### src/rtl/fd_pkg.sv
// rtl/fd_pkg.sv - shared face-detect constants, address type and scan state encoding
package fd_pkg;

  localparam int II_WIDTH  = 160;
  localparam int II_HEIGHT = 120;
  localparam int ADDR_W    = 15;

  typedef logic [ADDR_W-1:0] addr_t;

  typedef enum logic [5:0] {
    ST_IDLE    = 6'b000001,
    ST_SETUP   = 6'b000010,
    ST_FIRE    = 6'b000100,
    ST_WAIT    = 6'b001000,
    ST_ADVANCE = 6'b010000,
    ST_DONE    = 6'b100000
  } scan_state_t;

endpackage

### src/rtl/haar3x1_addr_gen.sv
// rtl/haar3x1_addr_gen.sv - registered corner addresses for a three-stripe horizontal Haar window
module haar3x1_addr_gen #(
  parameter int IMG_W = fd_pkg::II_WIDTH,
  parameter int SEG_W = 8,
  parameter int WIN_H = 8
) (
  input  logic          clk,
  input  logic          rst,
  input  logic          load,
  input  fd_pkg::addr_t row_base,
  input  logic [7:0]    x,
  output fd_pkg::addr_t address_0,
  output fd_pkg::addr_t address_1,
  output fd_pkg::addr_t address_2,
  output fd_pkg::addr_t address_3,
  output fd_pkg::addr_t address_4,
  output fd_pkg::addr_t address_5,
  output fd_pkg::addr_t address_6,
  output fd_pkg::addr_t address_7
);
  import fd_pkg::*;

  localparam addr_t OFF_S  = addr_t'(SEG_W);
  localparam addr_t OFF_2S = addr_t'(2 * SEG_W);
  localparam addr_t OFF_3S = addr_t'(3 * SEG_W);
  localparam addr_t OFF_H  = addr_t'(WIN_H * IMG_W);

  addr_t top_left;
  addr_t bot_left;

  assign top_left = row_base + addr_t'(x);
  assign bot_left = top_left + OFF_H;

  always_ff @(posedge clk) begin
    if (rst) begin
      address_0 <= '0;
      address_1 <= '0;
      address_2 <= '0;
      address_3 <= '0;
      address_4 <= '0;
      address_5 <= '0;
      address_6 <= '0;
      address_7 <= '0;
    end else if (load) begin
      address_3 <= top_left;
      address_1 <= top_left + OFF_S;
      address_5 <= top_left + OFF_2S;
      address_7 <= top_left + OFF_3S;
      address_2 <= bot_left;
      address_0 <= bot_left + OFF_S;
      address_4 <= bot_left + OFF_2S;
      address_6 <= bot_left + OFF_3S;
    end
  end

endmodule

### src/rtl/window_scan_ctrl.sv
// rtl/window_scan_ctrl.sv - raster window sweep, classifier handshake and per-frame hit statistics
module window_scan_ctrl #(
  parameter int II_WIDTH  = fd_pkg::II_WIDTH,
  parameter int II_HEIGHT = fd_pkg::II_HEIGHT,
  parameter int SEG_W     = 8,
  parameter int WIN_H     = 8,
  parameter int STEP_X    = 4,
  parameter int STEP_Y    = 4,
  parameter int TIMEOUT   = 63
) (
  input  logic          clk,
  input  logic          rst,
  input  logic          start,
  output fd_pkg::addr_t address_0,
  output fd_pkg::addr_t address_1,
  output fd_pkg::addr_t address_2,
  output fd_pkg::addr_t address_3,
  output fd_pkg::addr_t address_4,
  output fd_pkg::addr_t address_5,
  output fd_pkg::addr_t address_6,
  output fd_pkg::addr_t address_7,
  output logic          detect_en,
  input  logic          detect_done,
  input  logic          detected_flag,
  output logic          busy,
  output logic          frame_done,
  output logic [15:0]   hit_count,
  output logic          first_hit_valid,
  output logic [7:0]    first_hit_x,
  output logic [6:0]    first_hit_y,
  output logic          timeout_err
);
  import fd_pkg::*;

  localparam int    X_LAST   = ((II_WIDTH - 1 - 3 * SEG_W) / STEP_X) * STEP_X;
  localparam int    Y_LAST   = ((II_HEIGHT - 1 - WIN_H) / STEP_Y) * STEP_Y;
  localparam int    TCNT_W   = $clog2(TIMEOUT + 1);
  localparam addr_t ROW_STEP = addr_t'(STEP_Y * II_WIDTH);

  scan_state_t       state;
  scan_state_t       state_next;
  logic [7:0]        x;
  logic [6:0]        y;
  addr_t             row_base;
  logic [TCNT_W-1:0] tcnt;
  logic [15:0]       hit_cnt;
  logic              timed_out;
  logic              x_wrap;
  logic              y_wrap;

  // tcnt counts completed WAIT cycles, so this marks the TIMEOUT-th one
  assign timed_out = (tcnt == TCNT_W'(TIMEOUT - 1));
  assign x_wrap    = (x == 8'(X_LAST));
  assign y_wrap    = (y == 7'(Y_LAST));
  assign hit_count = hit_cnt;

  always_ff @(posedge clk) begin
    if (rst) state <= ST_IDLE;
    else     state <= state_next;
  end

  always_comb begin
    state_next = state;
    detect_en  = 1'b0;
    busy       = 1'b1;
    frame_done = 1'b0;
    case (state)
      ST_IDLE: begin
        busy = 1'b0;
        if (start) state_next = ST_SETUP;
      end
      ST_SETUP: state_next = ST_FIRE;
      ST_FIRE: begin
        detect_en  = 1'b1;
        state_next = ST_WAIT;
      end
      ST_WAIT: begin
        if (detect_done || timed_out) state_next = ST_ADVANCE;
      end
      ST_ADVANCE: state_next = (x_wrap && y_wrap) ? ST_DONE : ST_SETUP;
      ST_DONE: begin
        busy       = 1'b0;
        frame_done = 1'b1;
        state_next = ST_IDLE;
      end
      default: begin
        busy       = 1'b0;
        state_next = ST_IDLE;
      end
    endcase
  end

  always_ff @(posedge clk) begin
    if (rst) begin
      x               <= '0;
      y               <= '0;
      row_base        <= '0;
      tcnt            <= '0;
      hit_cnt         <= '0;
      first_hit_valid <= 1'b0;
      first_hit_x     <= '0;
      first_hit_y     <= '0;
      timeout_err     <= 1'b0;
    end else begin
      case (state)
        ST_IDLE: begin
          if (start) begin
            x               <= '0;
            y               <= '0;
            row_base        <= '0;
            hit_cnt         <= '0;
            first_hit_valid <= 1'b0;
            timeout_err     <= 1'b0;
          end
        end
        ST_FIRE: tcnt <= '0;
        ST_WAIT: begin
          tcnt <= tcnt + 1'b1;
          // a done landing on the final counted cycle still wins over the timeout
          if (detect_done) begin
            if (detected_flag) begin
              if (hit_cnt != 16'hFFFF) hit_cnt <= hit_cnt + 16'd1;
              if (!first_hit_valid) begin
                first_hit_valid <= 1'b1;
                first_hit_x     <= x;
                first_hit_y     <= y;
              end
            end
          end else if (timed_out) begin
            timeout_err <= 1'b1;
          end
        end
        ST_ADVANCE: begin
          if (x_wrap) begin
            x <= '0;
            if (!y_wrap) begin
              y        <= y + 7'(STEP_Y);
              row_base <= row_base + ROW_STEP;
            end
          end else begin
            x <= x + 8'(STEP_X);
          end
        end
        default: ;
      endcase
    end
  end

  haar3x1_addr_gen #(
    .IMG_W(II_WIDTH),
    .SEG_W(SEG_W),
    .WIN_H(WIN_H)
  ) u_addr_gen (
    .clk      (clk),
    .rst      (rst),
    .load     (state == ST_SETUP),
    .row_base (row_base),
    .x        (x),
    .address_0(address_0),
    .address_1(address_1),
    .address_2(address_2),
    .address_3(address_3),
    .address_4(address_4),
    .address_5(address_5),
    .address_6(address_6),
    .address_7(address_7)
  );

endmodule
### config.mk
export PLATFORM = sky130hd
export DESIGN_NAME = window_scan_ctrl
export DESIGN_NICKNAME = d
export VERILOG_FILES = /design/src/rtl/fd_pkg.sv /design/src/rtl/haar3x1_addr_gen.sv /design/src/rtl/window_scan_ctrl.sv
export SDC_FILE = /design/constraint.sdc
export NUM_CORES = 1
export LEC_CHECK = 0
export CORE_UTILIZATION = 46
export DETAILED_ROUTE_END_ITERATION = 12
export PLACE_DENSITY_LB_ADDON = 0.12
export SLEW_MARGIN = 30
export SYNTH_ARGS = -nofsm -noshare
export SYNTH_HDL_FRONTEND = slang
export SYNTH_SLANG_ARGS = --single-unit
### constraint.sdc
create_clock -name clk -period 2.5 [get_ports clk]
set_input_delay 0.375 -clock clk [delete_from_list [all_inputs] [get_ports clk]]
set_output_delay 0.375 -clock clk [all_outputs]
set_load 0.005 [all_outputs]
# After elaboration in Yosys (flattened, before gate mapping)

Index checks and enable logic that the tools add are counted.

Output and inout bits: 156
Word-level logic and storage cells: 95
Flip-flop bits (word level): 195
Input bits: 5

Reductions and logical operators: 13
Multiplexer cells: 31
Eq/ne operators: 19
Bitwise logic cells: 1
Add/subtract/negate cells: 13

Operators with widths:

| kind                                           | number |
|---|---|
| 2-to-1 mux 16 bit                              | 4 |
| adder 15 x 5 -> 15 bit, second input constant  | 4 |
| 2-to-1 mux 15 bit                              | 3 |
| case mux 16 bit (2 select lines)               | 1 |
| adder 15 x 4 -> 15 bit, second input constant  | 2 |
| case mux 15 bit (2 select lines)               | 1 |
| case mux 6 bit (5 select lines)                | 1 |
| 2-to-1 mux 7 bit                               | 3 |
| 2-to-1 mux 6 bit                               | 3 |
| != test 2 bit, second input constant           | 9 |
| adder 16 x 1 -> 16 bit, second input constant  | 1 |
| 2-to-1 mux 8 bit                               | 2 |
| != test 16 bit, second input constant          | 1 |
| case mux 8 bit (2 select lines)                | 1 |
| AND reduction 4 bit                            | 4 |
| adder 15 x 10 -> 15 bit, second input constant | 1 |
| adder 15 x 11 -> 15 bit, second input constant | 1 |
| adder 15 x 8 -> 15 bit                         | 1 |
| case mux 7 bit (2 select lines)                | 1 |
| == test 6 bit, second input constant           | 2 |
| case mux 6 bit (2 select lines)                | 1 |
| adder 8 x 3 -> 8 bit, second input constant    | 1 |
| == test 8 bit, second input constant           | 1 |
| 2-to-1 mux 1 bit                               | 8 |
| other kinds (16)                               | 20 |

# Logic depth before layout (Yosys ltp)

Gate-level depths: netlist of run 1.

Word-level depth: 5
Mapped depth: 10

# Hierarchy

A second synthesis of run 1 with hierarchy kept.

Cell total of the unflattened synthesis: 872
Area, all modules: 7744.9 um^2

By module, submodules not included:

| module           | times used | seq. area each (um^2) | area each (um^2) | cells each |
|---|---|---|---|---|
| haar3x1_addr_gen | 1          | 1541.5                | 4740.8           | 525 |
| window_scan_ctrl | 1          | 1201.2                | 3004.1           | 347 |

# Worst setup path before layout of run 1

OpenSTA, ideal clock, no wires.

Path kind: reg-to-reg
Start: reg row_base[7]
End: reg u_addr_gen.address_0[13]
Library setup time: 0.142 ns
Period minus slack after synthesis: 2.444 ns
Required time: 2.358 ns
Cell stages (with the launch flop): 9
Data arrival time: 2.302 ns
Path buffers: 0
Setup slack: 0.056 ns
Cells stage by stage: dfxtp_1 ha_1 xor2_2 inv_1 ha_1 nor2b_1 nand3b_1 o211ai_1 o311ai_0

Cells in the longest elaborated chain, start to end: 3

Ends and longest elaborated chain:

| item                       | line                    | text |
|---|---|---|
| start: declaration         | window_scan_ctrl.sv:44  | `addr_t row_base;` |
| start signal: assignment   | window_scan_ctrl.sv:138 | `row_base <= row_base + ROW_STEP;` |
| adder 15 x 8 -> 15 bit     | haar3x1_addr_gen.sv:31  | `assign top_left = row_base + addr_t'(x);` |
| adder 15 x 11 -> 15 bit    | haar3x1_addr_gen.sv:32  | `assign bot_left = top_left + OFF_H;` |
| via u_addr_gen.bot_left[8] | haar3x1_addr_gen.sv:29  | `addr_t bot_left;` |
| adder 15 x 4 -> 15 bit     | haar3x1_addr_gen.sv:50  | `address_0 <= bot_left + OFF_S;` |
| end signal: assignment     | haar3x1_addr_gen.sv:50  |  |
| end: declaration           | haar3x1_addr_gen.sv:12  | `output fd_pkg::addr_t address_0,` |

The timed path passes the listed nets, and every way through them passes these cells.
A chain may end at the register's enable or synchronous reset.

# Worst setup path after layout of run 1

Start: reg state[5]
End: out detect_en

Cells in the longest elaborated chain, start to end: 2

Ends and longest elaborated chain:

| item                     | line                   | text |
|---|---|---|
| start: declaration       | window_scan_ctrl.sv:40 | `scan_state_t state;` |
| start signal: assignment | window_scan_ctrl.sv:59 | `else state <= state_next;` |
| == test 6 x 3 -> 1 bit   | window_scan_ctrl.sv:67 | `case (state)` |
| 2-to-1 mux 1 bit         | window_scan_ctrl.sv:67 |  |
| end: declaration         | window_scan_ctrl.sv:22 | `output logic detect_en,` |

No other way between the ends.

==> impl_metrics.toml, run 1 <==
[sta]
fin_tns_setup_ns = 0
setup_viol = 0
timing_hold_violations_final = 0
relSlewSlack_pct = 36.96
fin_hold_ws_ns = 0.4273
tightest_slew_ns = 0.9423
fmax_mhz = 427.3
fin_skew_ns = 0.006120
setup_slack_ns = 0.1597
rsz0062_at_grt = "false"
period_needed_ns = 2.340
finalMaxSlewViolations = 0
post-route-period-util_pct = 93.61

[finish]
multi_input_area_sq_um = 3701
mostFrequentLayoutCells = "138 x clkdlybuf4s50_1, 132 x dfxtp_1, 86 x nor2_1"
diodes = 0
area_growth_pct = 28.05
final_common_cell = "clkdlybuf4s50_1"
layout.nets = 962
seq_area_sq_um = 2709
fillerInstances = 1301
drive_above_1_share_pct = 8.377

[synth]
synth-seq-area-share_pct = 38.86
avgSynthCellArea_sq_um = 8.210
netlist_area_sq_um = 6954
synth_warnings = 0
yosysTopAreaCellShare_pct = 38.86
synthArstFlopShare_pct = 0
synth_top_cells_by_area = "dfxtp_1 39%, buf_4 5.6%, nor2_1 4.6%, a21oi_1 4.6%, xnor2_1 4.4%"
ys.flop_type = "dfxtp_1"
synth-edff-count = 0
synth_cell_types = 64
synth_largest_area_cell = "dfxtp_1"
synth_seq_cells = 135
synthCells = 847

[global_route]
antenna_found_initial = 0
grt_overflow_total = 0
grt_pass1_wl_mm = 28.97
grt_use_total_pct = 22.97
grt_max_degree = 71
grt_pass1_vias = 5858

[clocking]
cts.sinks = 135
cts_setup_buffers = 0
cts_root_buf = "clkbuf_16"
cts_max_path_buffers = 2
cts_buffers = 17
tritoncts = "done"
cts_hold_buf = 0
path_clk_slew_ns = 0.06
clock_latency_ns = 0.42
htreeDepth = 4

[power]
p_per_area_nw_per_um2 = 571.0
peakVddDrop_mv = 0.5510
p_leak_nw = 3.015

[floorplanning]
pin_count = 161
dieArea_sq_um = 15610
die_h_um = 125.0
dieWidth_um = 125.0
num_rows = 44
coreArea_sq_um = 14640
initial_core_util_pct = 47.49

[place]
dp_hpwl_mm = 12.44
port_buffers = 140
gp_congestion = 0.8581
post-place-ws_ns = 0.01825

[hold_path]
holdPathEnd = "first_hit_y[4]"
hold_depth = 2
hold_start = "rst"
hold_class = "in -> reg"

[critical_path]
ff2ff_setup_slack_ns = 0.20
r2r_start = "x[7]"
crit_path_end_kind = "primary output"
arrival_ns = 1.97
worst_r2r_endpoint = "u_addr_gen.address_0[13]"
cp_max_fo = 8
r2r_cells = 9
crit_type = "reg -> out"
required_ns = 2.12
start_kind = "flop"

[drt]
final_antenna_net_count = 0
drt-wirelength-per-cell_um = 15.70
dr_total_vias = 6271
viasPerCell = 5.506
drt_iter0_drc = 452
firstDrtPassIters = 10
post-route-drc-count = 24
wl_mm = 17.88

[status]
violations = "DRC"
status = "finished with violations"

[run]
drv_cap = 0
[sequential cells by signal (all words and copies together), names as in the netlist]
name                  count
u_addr_gen.address_6      7
first_hit_valid           1
u_addr_gen.address_2      7
u_addr_gen.address_1     12
u_addr_gen.address_7     11
u_addr_gen.address_3     13
u_addr_gen.address_0      7
first_hit_y               5
hit_count                16
x                         6
timeout_err               1
row_base                  8
first_hit_x               6
tcnt                      6
y                         5
u_addr_gen.address_4      7
u_addr_gen.address_5     11
state                     6
[how the worst max path moves through the flow]
stage                     slack (ns)                  endpoint        start  depth (start not counted)
after floorplan                 0.06  u_addr_gen.address_0[13]  row_base[7]                          8
after global placement          0.24             hit_count[15]        start                          6
after detailed placement        0.02  u_addr_gen.address_0[13]         x[7]                          9
after CTS                       0.05  u_addr_gen.address_0[13]         x[7]                          9
after global routing            0.01  u_addr_gen.address_0[13]         x[7]                          9
final                           0.16                 detect_en     state[5]                          4
[per-stage QoR]
step           area (sq um)  std cells  total power [W]  util [%]
6_report               8905       1139         0.005085     60.81
5_1_grt                8905       1139         0.005261     60.81
4_1_cts                8891       1139         0.005120     60.71
3_5_place_dp           8263       1108         0.002580     56.43
3_3_place_gp           8263       1108         0.002572     56.43
2_1_floorplan          7025        866         0.002486         -
[layer usage]
layer | wire length, um | share of wire [%] | global-route usage (%)
met4 | 370 | 2.1 | 8.393
met5 | 0 | 0 | 0
met1 | 7628 | 43 | 27.30
met2 | 9046 | 51 | 40.32
met3 | 837 | 4.7 | 5.477
[worst max-delay path, stage by stage, from the launching register on]
cell and delay, ns:
dfxtp_1 0.41, nor4_4 0.38, nand2_1 0.18, inv_1 0.08, clkdlybuf4s50_1 0.49
[synthesized netlist by cell type (2+ instances only)]
master / n
o31ai_1: 9
a211oi_1: 26
buf_2: 4
inv_1: 14
nor3_1: 20
nor2_2: 2
and4_1: 2
and4b_1: 4
nand2b_1: 3
nand4b_1: 2
mux2i_1: 15
buf_1: 3
nand2_1: 80
xor2_1: 18
a21oi_1: 64
or4_1: 13
dfxtp_1: 135
nor2_1: 86
nand4_1: 15
mux2_2: 3
ha_1: 14
o211ai_1: 8
o21bai_1: 2
o21ai_0: 34
and3_1: 10
nand3b_1: 26
nand3_1: 40
nor2b_1: 6
xnor2_1: 35
and2_1: 4
o311ai_0: 3
clkbuf_1: 49
nor4_1: 5
buf_4: 52
or3_1: 12
[what timing repair did]
item / 4_1_cts / 5_1_grt
setup endpoints to repair: 3 / 5
endpoints found under the hold margin: 0 / 0
gates resized for setup: 11 / 3
[report_power, final]
group / switching, W / internal [W] / leakage [nW]
registers: 0.0000326 / 0.00218 / 1.09
logic: 0.000186 / 0.000141 / 1.63
clock network: 0.000908 / 0.00164 / 0.293
total: 0.00113 / 0.00396 / 3.01
[cells by family (layout without fill, tap and decap cells)]
| logic type | after synthesis | in the layout | share of synthesized area [%] |
|---|---|---|---|
| flops | 135 | 135 | 38.86 |
| xor+xnor | 54 | 54 | 6.909 |
| mux | 18 | 18 | 2.645 |
| compound gates | 158 | 158 | 13.66 |
| other cells | 1 | 20 | 0.05392 |
| simple gates | 344 | 344 | 25.73 |
| fa+ha+maj | 14 | 14 | 2.519 |
| buf+inv | 123 | 212 | 9.626 |
[final cells by class]
type | instances | share of cell area (%)
Clock buffer | 23 | 5.367
Sequential cell | 135 | 30.42
Multi-Input combinational cell | 608 | 41.56
Inverter | 14 | 0.5901
Clock inverter | 8 | 1.363
Tap cell | 184 | 2.585
Timing Repair Buffer | 167 | 18.11
Power figures use the tool's default switching activity.
==> inputs of run 2 (changes only) <==
--- a/config.mk
+++ b/config.mk
@@ -6,6 +6,7 @@
 export NUM_CORES = 1
 export LEC_CHECK = 0
 export CORE_UTILIZATION = 46
+export CTS_CLUSTER_DIAMETER = 40
 export DETAILED_ROUTE_END_ITERATION = 12
 export PLACE_DENSITY_LB_ADDON = 0.12
 export SLEW_MARGIN = 30
==> results of run 2 <==
Final layout, timing and power as in run 1 (identical DEF).
==> patch 1 (config.mk and constraints of run 1) <==
Register the output `address_1`; this adds one clock of latency there. The other outputs are not delayed to match.
--- a/src/rtl/window_scan_ctrl.sv
+++ b/src/rtl/window_scan_ctrl.sv
@@ -37,4 +37,6 @@
   localparam int    TCNT_W   = $clog2(TIMEOUT + 1);
   localparam addr_t ROW_STEP = addr_t'(STEP_Y * II_WIDTH);
+
+  fd_pkg::addr_t address_1_d;
 
   scan_state_t       state;
@@ -158,5 +160,5 @@
     .x        (x),
     .address_0(address_0),
-    .address_1(address_1),
+    .address_1(address_1_d),
     .address_2(address_2),
     .address_3(address_3),
@@ -167,3 +169,7 @@
   );
 
+  always_ff @(posedge clk) begin
+    address_1 <= address_1_d;
+  end
+
 endmodule
Check against the original RTL: not equivalent (a bounded check fails within 4 cycles, from zero or initial values and one cycle with rst high).
==> patch 1 against run 1 <==
  * Setup slack got worse by 0.085 ns
  * Sequential cell count rose by 13
  * Area after synthesis rose by 2.4%
  * Design area rose by 5.0%
  * Die area rose by 2.3%
  * Cell count rose by 2.1%
  * Wire length rose by 1.8%
Power is not compared: it rests on default switching activity, and its combinational part moved more than twofold at a synthesized area within 25%.
==> patch 1: results (changes against run 1) <==
number of cells traversed by the worst register-to-register path=10 (was 9); cell family contributing the most delay on the critical path=simple AND/OR/NAND/NOR gates (was buffers and inverters); Max Fanout on Critical Path=4 (was 8); number of design-rule violations left by the first detailed-router iteration=380 (was 452); Synth Area in Compound Gates=12.7% (was 13.7%); mux contribution to synthesized area=0.914% (was 2.64%); Final nets=982 (was 962); xor/xnor share of the synthesized area=8.96% (was 6.91%); run status=finished clean (was finished, violations left); instance count after placement with tap cells included=1123 (was 1108); critical-path cell with the highest stage delay=sky130_fd_sc_hd__or4b_4 (was sky130_fd_sc_hd__clkdlybuf4s50_1); Hold Path Class=flip-flop to flip-flop (was input port to flip-flop); HP Start=u_addr_gen.address_1[11] (was rst); ratio of cells with drive above 1 in the final layout=12.6% (was 8.38%); synthesized-area fraction occupied by adder cells=2.46% (was 2.52%); Worst R2R End=u_addr_gen.address_6[13] (was u_addr_gen.address_0[13]); hpwl dp=12700 um (was 12400 um); vias in the first global route=6108 (was 5858); post-detailed-route wirelength per cell=15.6 um (was 15.7 um); total vias in the final route=6261 (was 6271); Finished Layout Cells=1163 (was 1139); overall global routing resource usage=23.2% (was 23.0%); mean instance size in the synthesized netlist=8.38 sq um (was 8.21 sq um); first-pass GRT wire length=29600 um (was 29000 um); sequential area share after synthesis=41.6% (was 38.9%); main area contributors after synthesis=sky130_fd_sc_hd__dfxtp_1 42%, sky130_fd_sc_hd__nand2_1 5.4%, sky130_fd_sc_hd__buf_4 5.3%, sky130_fd_sc_hd__xnor2_1 5.0%, sky130_fd_sc_hd__nor2_1 4.6% (was sky130_fd_sc_hd__dfxtp_1 39%, sky130_fd_sc_hd__buf_4 5.6%, sky130_fd_sc_hd__nor2_1 4.6%, sky130_fd_sc_hd__a21oi_1 4.6%, sky130_fd_sc_hd__xnor2_1 4.4%); worst endpoint data arrival time=2.75 ns (was 1.97 ns); post-placement worst setup slack=0.0549 ns (was 0.0183 ns); ys flop type=sky130_fd_sc_hd__dfxtp_1 (unchanged); number of detailed-routing iterations run before antenna repair=5 (was 10); crit path launch=x[7] (was state[5]); CTS buffer count=17 (unchanged); most instantiated cells after synthesis=148 x sky130_fd_sc_hd__dfxtp_1, 103 x sky130_fd_sc_hd__nand2_1, 88 x sky130_fd_sc_hd__nor2_1 (was 135 x sky130_fd_sc_hd__dfxtp_1, 86 x sky130_fd_sc_hd__nor2_1, 80 x sky130_fd_sc_hd__nand2_1); count of distinct cell types in the synthesized netlist=62 (was 64); clk_skew=0.00903 ns (was 0.00612 ns)
## patch 1: cell families after synthesis
| group | Yosys count |
|---|---|
| mux | 6 |
| simple gates | 338 |
| compound gates | 144 |
| xor+xnor | 72 |
| buf+inv | 126 |
| flops | 148 |
| fa+ha+maj | 14 |
| other cells | 1 |
## patch 1: final cells by class
type | instances | area (sq um)
clock inverter | 10 | 178
tap | 188 | 235
clock buffer | 21 | 470
timing repair buffer | 186 | 1770
inverter | 16 | 62.6
fill | 1303 | 5790
sequential | 148 | 2980
multi-input combinational | 594 | 3660
## patch 1: worst reg2reg max path, stage by stage (launching register included)
cell and delay [ns]:
sky130_fd_sc_hd__dfxtp_2 0.35, sky130_fd_sc_hd__ha_4 0.19, sky130_fd_sc_hd__nand2_4 0.08, sky130_fd_sc_hd__xor2_4 0.15, sky130_fd_sc_hd__inv_2 0.07, sky130_fd_sc_hd__ha_4 0.19, sky130_fd_sc_hd__or4b_4 0.49, sky130_fd_sc_hd__o22ai_4 0.16
sky130_fd_sc_hd__nand3_2 0.11, sky130_fd_sc_hd__mux2_4 0.32, sky130_fd_sc_hd__a31o_4 0.20
## patch 1: how the worst max path moves through the flow
stage / endpoint / slack [ns] / depth (start not counted)
2_1_floorplan: u_addr_gen.address_6[13] / -0.20 / 11
3_3_place_gp: u_addr_gen.address_6[13] / 0.11 / 10
3_5_place_dp: u_addr_gen.address_6[13] / 0.05 / 10
4_1_cts: tcnt[4] / 0.001 / 15
5_1_grt: u_addr_gen.address_6[11] / -0.003 / 11
6_report: u_addr_gen.address_6[13] / 0.08 / 10
## patch 1: what timing repair did
| action | in CTS | in global routing |
|---|---|---|
| gates resized for setup | 12 | 7 |
| hold buffers | 0 | 0 |
| setup endpoints to repair | 2 | 7 |
| pin swaps | 1 | 4 |
| buffers inserted | 9 | 3 |
## patch 1: per-layer routing
metal  vias up  routed length, um  global-route usage (%)
met4         0                529                    11.5
met2       176               9020                    39.6
met5         -                  0                       0
met1      2975               7950                    27.5
met3        42                696                    5.15
li1       3068                  -                       -
## patch 1: report_power, final
group	internal [uW]	switching [uW]	leakage (uW)
Clock	1840	961	0.000319
Combinational	565	593	0.00181
Sequential	2520	160	0.00120
## patch 1: per-stage QoR
step                power (uW)  cell area (sq um)  setup TNS [ns]  hold slack (ns)
detailed placement        3820               8580               0            0.336
floorplan                 3370               7300          -0.391            0.326
CTS                       6650               9330               0            0.351
global placement          3790               8580               0            0.337
finish                    6640               9350               0            0.351
global route              6920               9350        -0.00478            0.360
==> patch 2 (flow settings as in run 1) <==
Without the edit above. The package constant `ADDR_W` goes from 15 to 14.
--- a/src/rtl/fd_pkg.sv
+++ b/src/rtl/fd_pkg.sv
@@ -4,5 +4,5 @@
   localparam int II_WIDTH  = 160;
   localparam int II_HEIGHT = 120;
-  localparam int ADDR_W    = 15;
+  localparam int ADDR_W    = 14;
 
   typedef logic [ADDR_W-1:0] addr_t;
Ports: changed (8 resized); port bits go from 161 to 153. No check against the original RTL was run, so the function may have changed too.
==> patch 2 against run 1 <==
  * Non-clock buffer count rose by 4
  * Wire length fell by 10%
  * Area after synthesis fell by 9.4%
  * Design area fell by 6.5%
  * Setup slack got worse by 0.077 ns
  * Via count fell by 10%
  * Clock skew rose by 0.0045 ns
  * Sequential cell count fell by 9
  * Critical path type is now flip-flop to flip-flop
  * Highest routed layer unchanged
Power is not compared: it rests on default switching activity, and its combinational part moved more than twofold at a synthesized area within 25%.
==> patch 2: results (changes against run 1) <==
run status=finished clean (was finished, violations left); mux contribution to synthesized area=2.42% (was 2.64%); worst setup path end=u_addr_gen.address_4[13] (was detect_en); cell family contributing the most delay on the critical path=simple AND/OR/NAND/NOR gates (was buffers and inverters); main area contributors after synthesis=sky130_fd_sc_hd__dfxtp_1 40%, sky130_fd_sc_hd__nor2_1 6.8%, sky130_fd_sc_hd__xnor2_1 6.0%, sky130_fd_sc_hd__buf_4 5.8%, sky130_fd_sc_hd__nand2_1 4.6% (was sky130_fd_sc_hd__dfxtp_1 39%, sky130_fd_sc_hd__buf_4 5.6%, sky130_fd_sc_hd__nor2_1 4.6%, sky130_fd_sc_hd__a21oi_1 4.6%, sky130_fd_sc_hd__xnor2_1 4.4%); minimum period implied by the final worst setup slack=2.42 ns (was 2.34 ns); Synth Area in Compound Gates=12.7% (was 13.7%); total vias in the final route=5620 (was 6271); sequential area share after synthesis=40.0% (was 38.9%); delay of the slowest cell on the worst path=0.37 ns (was 0.49 ns); instance count after placement with tap cells included=1041 (was 1108); final-layout clock-cell area share=7.06% (was 6.73%); multi-input logic cell count=555 (was 608); Detail Route met2 WL=7860 um (was 9050 um); count of input and output buffers=132 (was 140); die width=119 um (was 125 um); instance area after placement=0.00770 sq mm (was 0.00826 sq mm); worst max-slew margin expressed relative to the limit=54.9% (was 37.0%); hpwl dp=11500 um (was 12400 um); ratio of cells with drive above 1 in the final layout=10.3% (was 8.38%); crit path launch=x[7] (was state[5]); count of clock buffers in the final design=26 (was 23); wire length on met3=720 um (was 837 um); most instantiated cells after synthesis=126 x sky130_fd_sc_hd__dfxtp_1, 114 x sky130_fd_sc_hd__nor2_1, 78 x sky130_fd_sc_hd__nand2_1 (was 135 x sky130_fd_sc_hd__dfxtp_1, 86 x sky130_fd_sc_hd__nor2_1, 80 x sky130_fd_sc_hd__nand2_1); number of fill cells in the layout=1144 (was 1301); clk_skew=0.0106 ns (was 0.00612 ns); final-layout worst hold slack=0.415 ns (was 0.427 ns); mean instance size in the synthesized netlist=8.15 sq um (was 8.21 sq um); setup slack of the most critical reg-to-reg path=0.08 ns (was 0.20 ns); overall power after layout=5830 uW; number of design-rule violations left by the first detailed-router iteration=320 (was 452); first-pass GRT wire length=26500 um (was 29000 um); post-placement worst setup slack=-0.0171 ns (was 0.0183 ns); maximum number of pins on one net before global-route repair=54 (was 71); overall global routing resource usage=23.4% (was 23.0%); number of detailed-routing iterations run before antenna repair=4 (was 10)
[patch 2: cell types whose count changed after synthesis, moves of 6 or more]
| cell | change |
|---|---|
| sky130_fd_sc_hd__nor2_1 | +28 |
| sky130_fd_sc_hd__nand3_1 | -16 |
| sky130_fd_sc_hd__nand3b_1 | -16 |
| sky130_fd_sc_hd__o21ai_0 | -15 |
| sky130_fd_sc_hd__or4_1 | -13 |
| sky130_fd_sc_hd__dfxtp_1 | -9 |
| sky130_fd_sc_hd__nand4_1 | -8 |
| sky130_fd_sc_hd__o31ai_1 | -8 |
| sky130_fd_sc_hd__xnor2_1 | +8 |
| sky130_fd_sc_hd__or3_1 | -7 |
| sky130_fd_sc_hd__a21oi_1 | -6 |
| sky130_fd_sc_hd__clkbuf_1 | -6 |
[patch 2: repair_timing]
action,CTS,global route
resized for setup,4,8
cloned,0,0
setup endpoints to repair,4,6
pin swaps,1,2
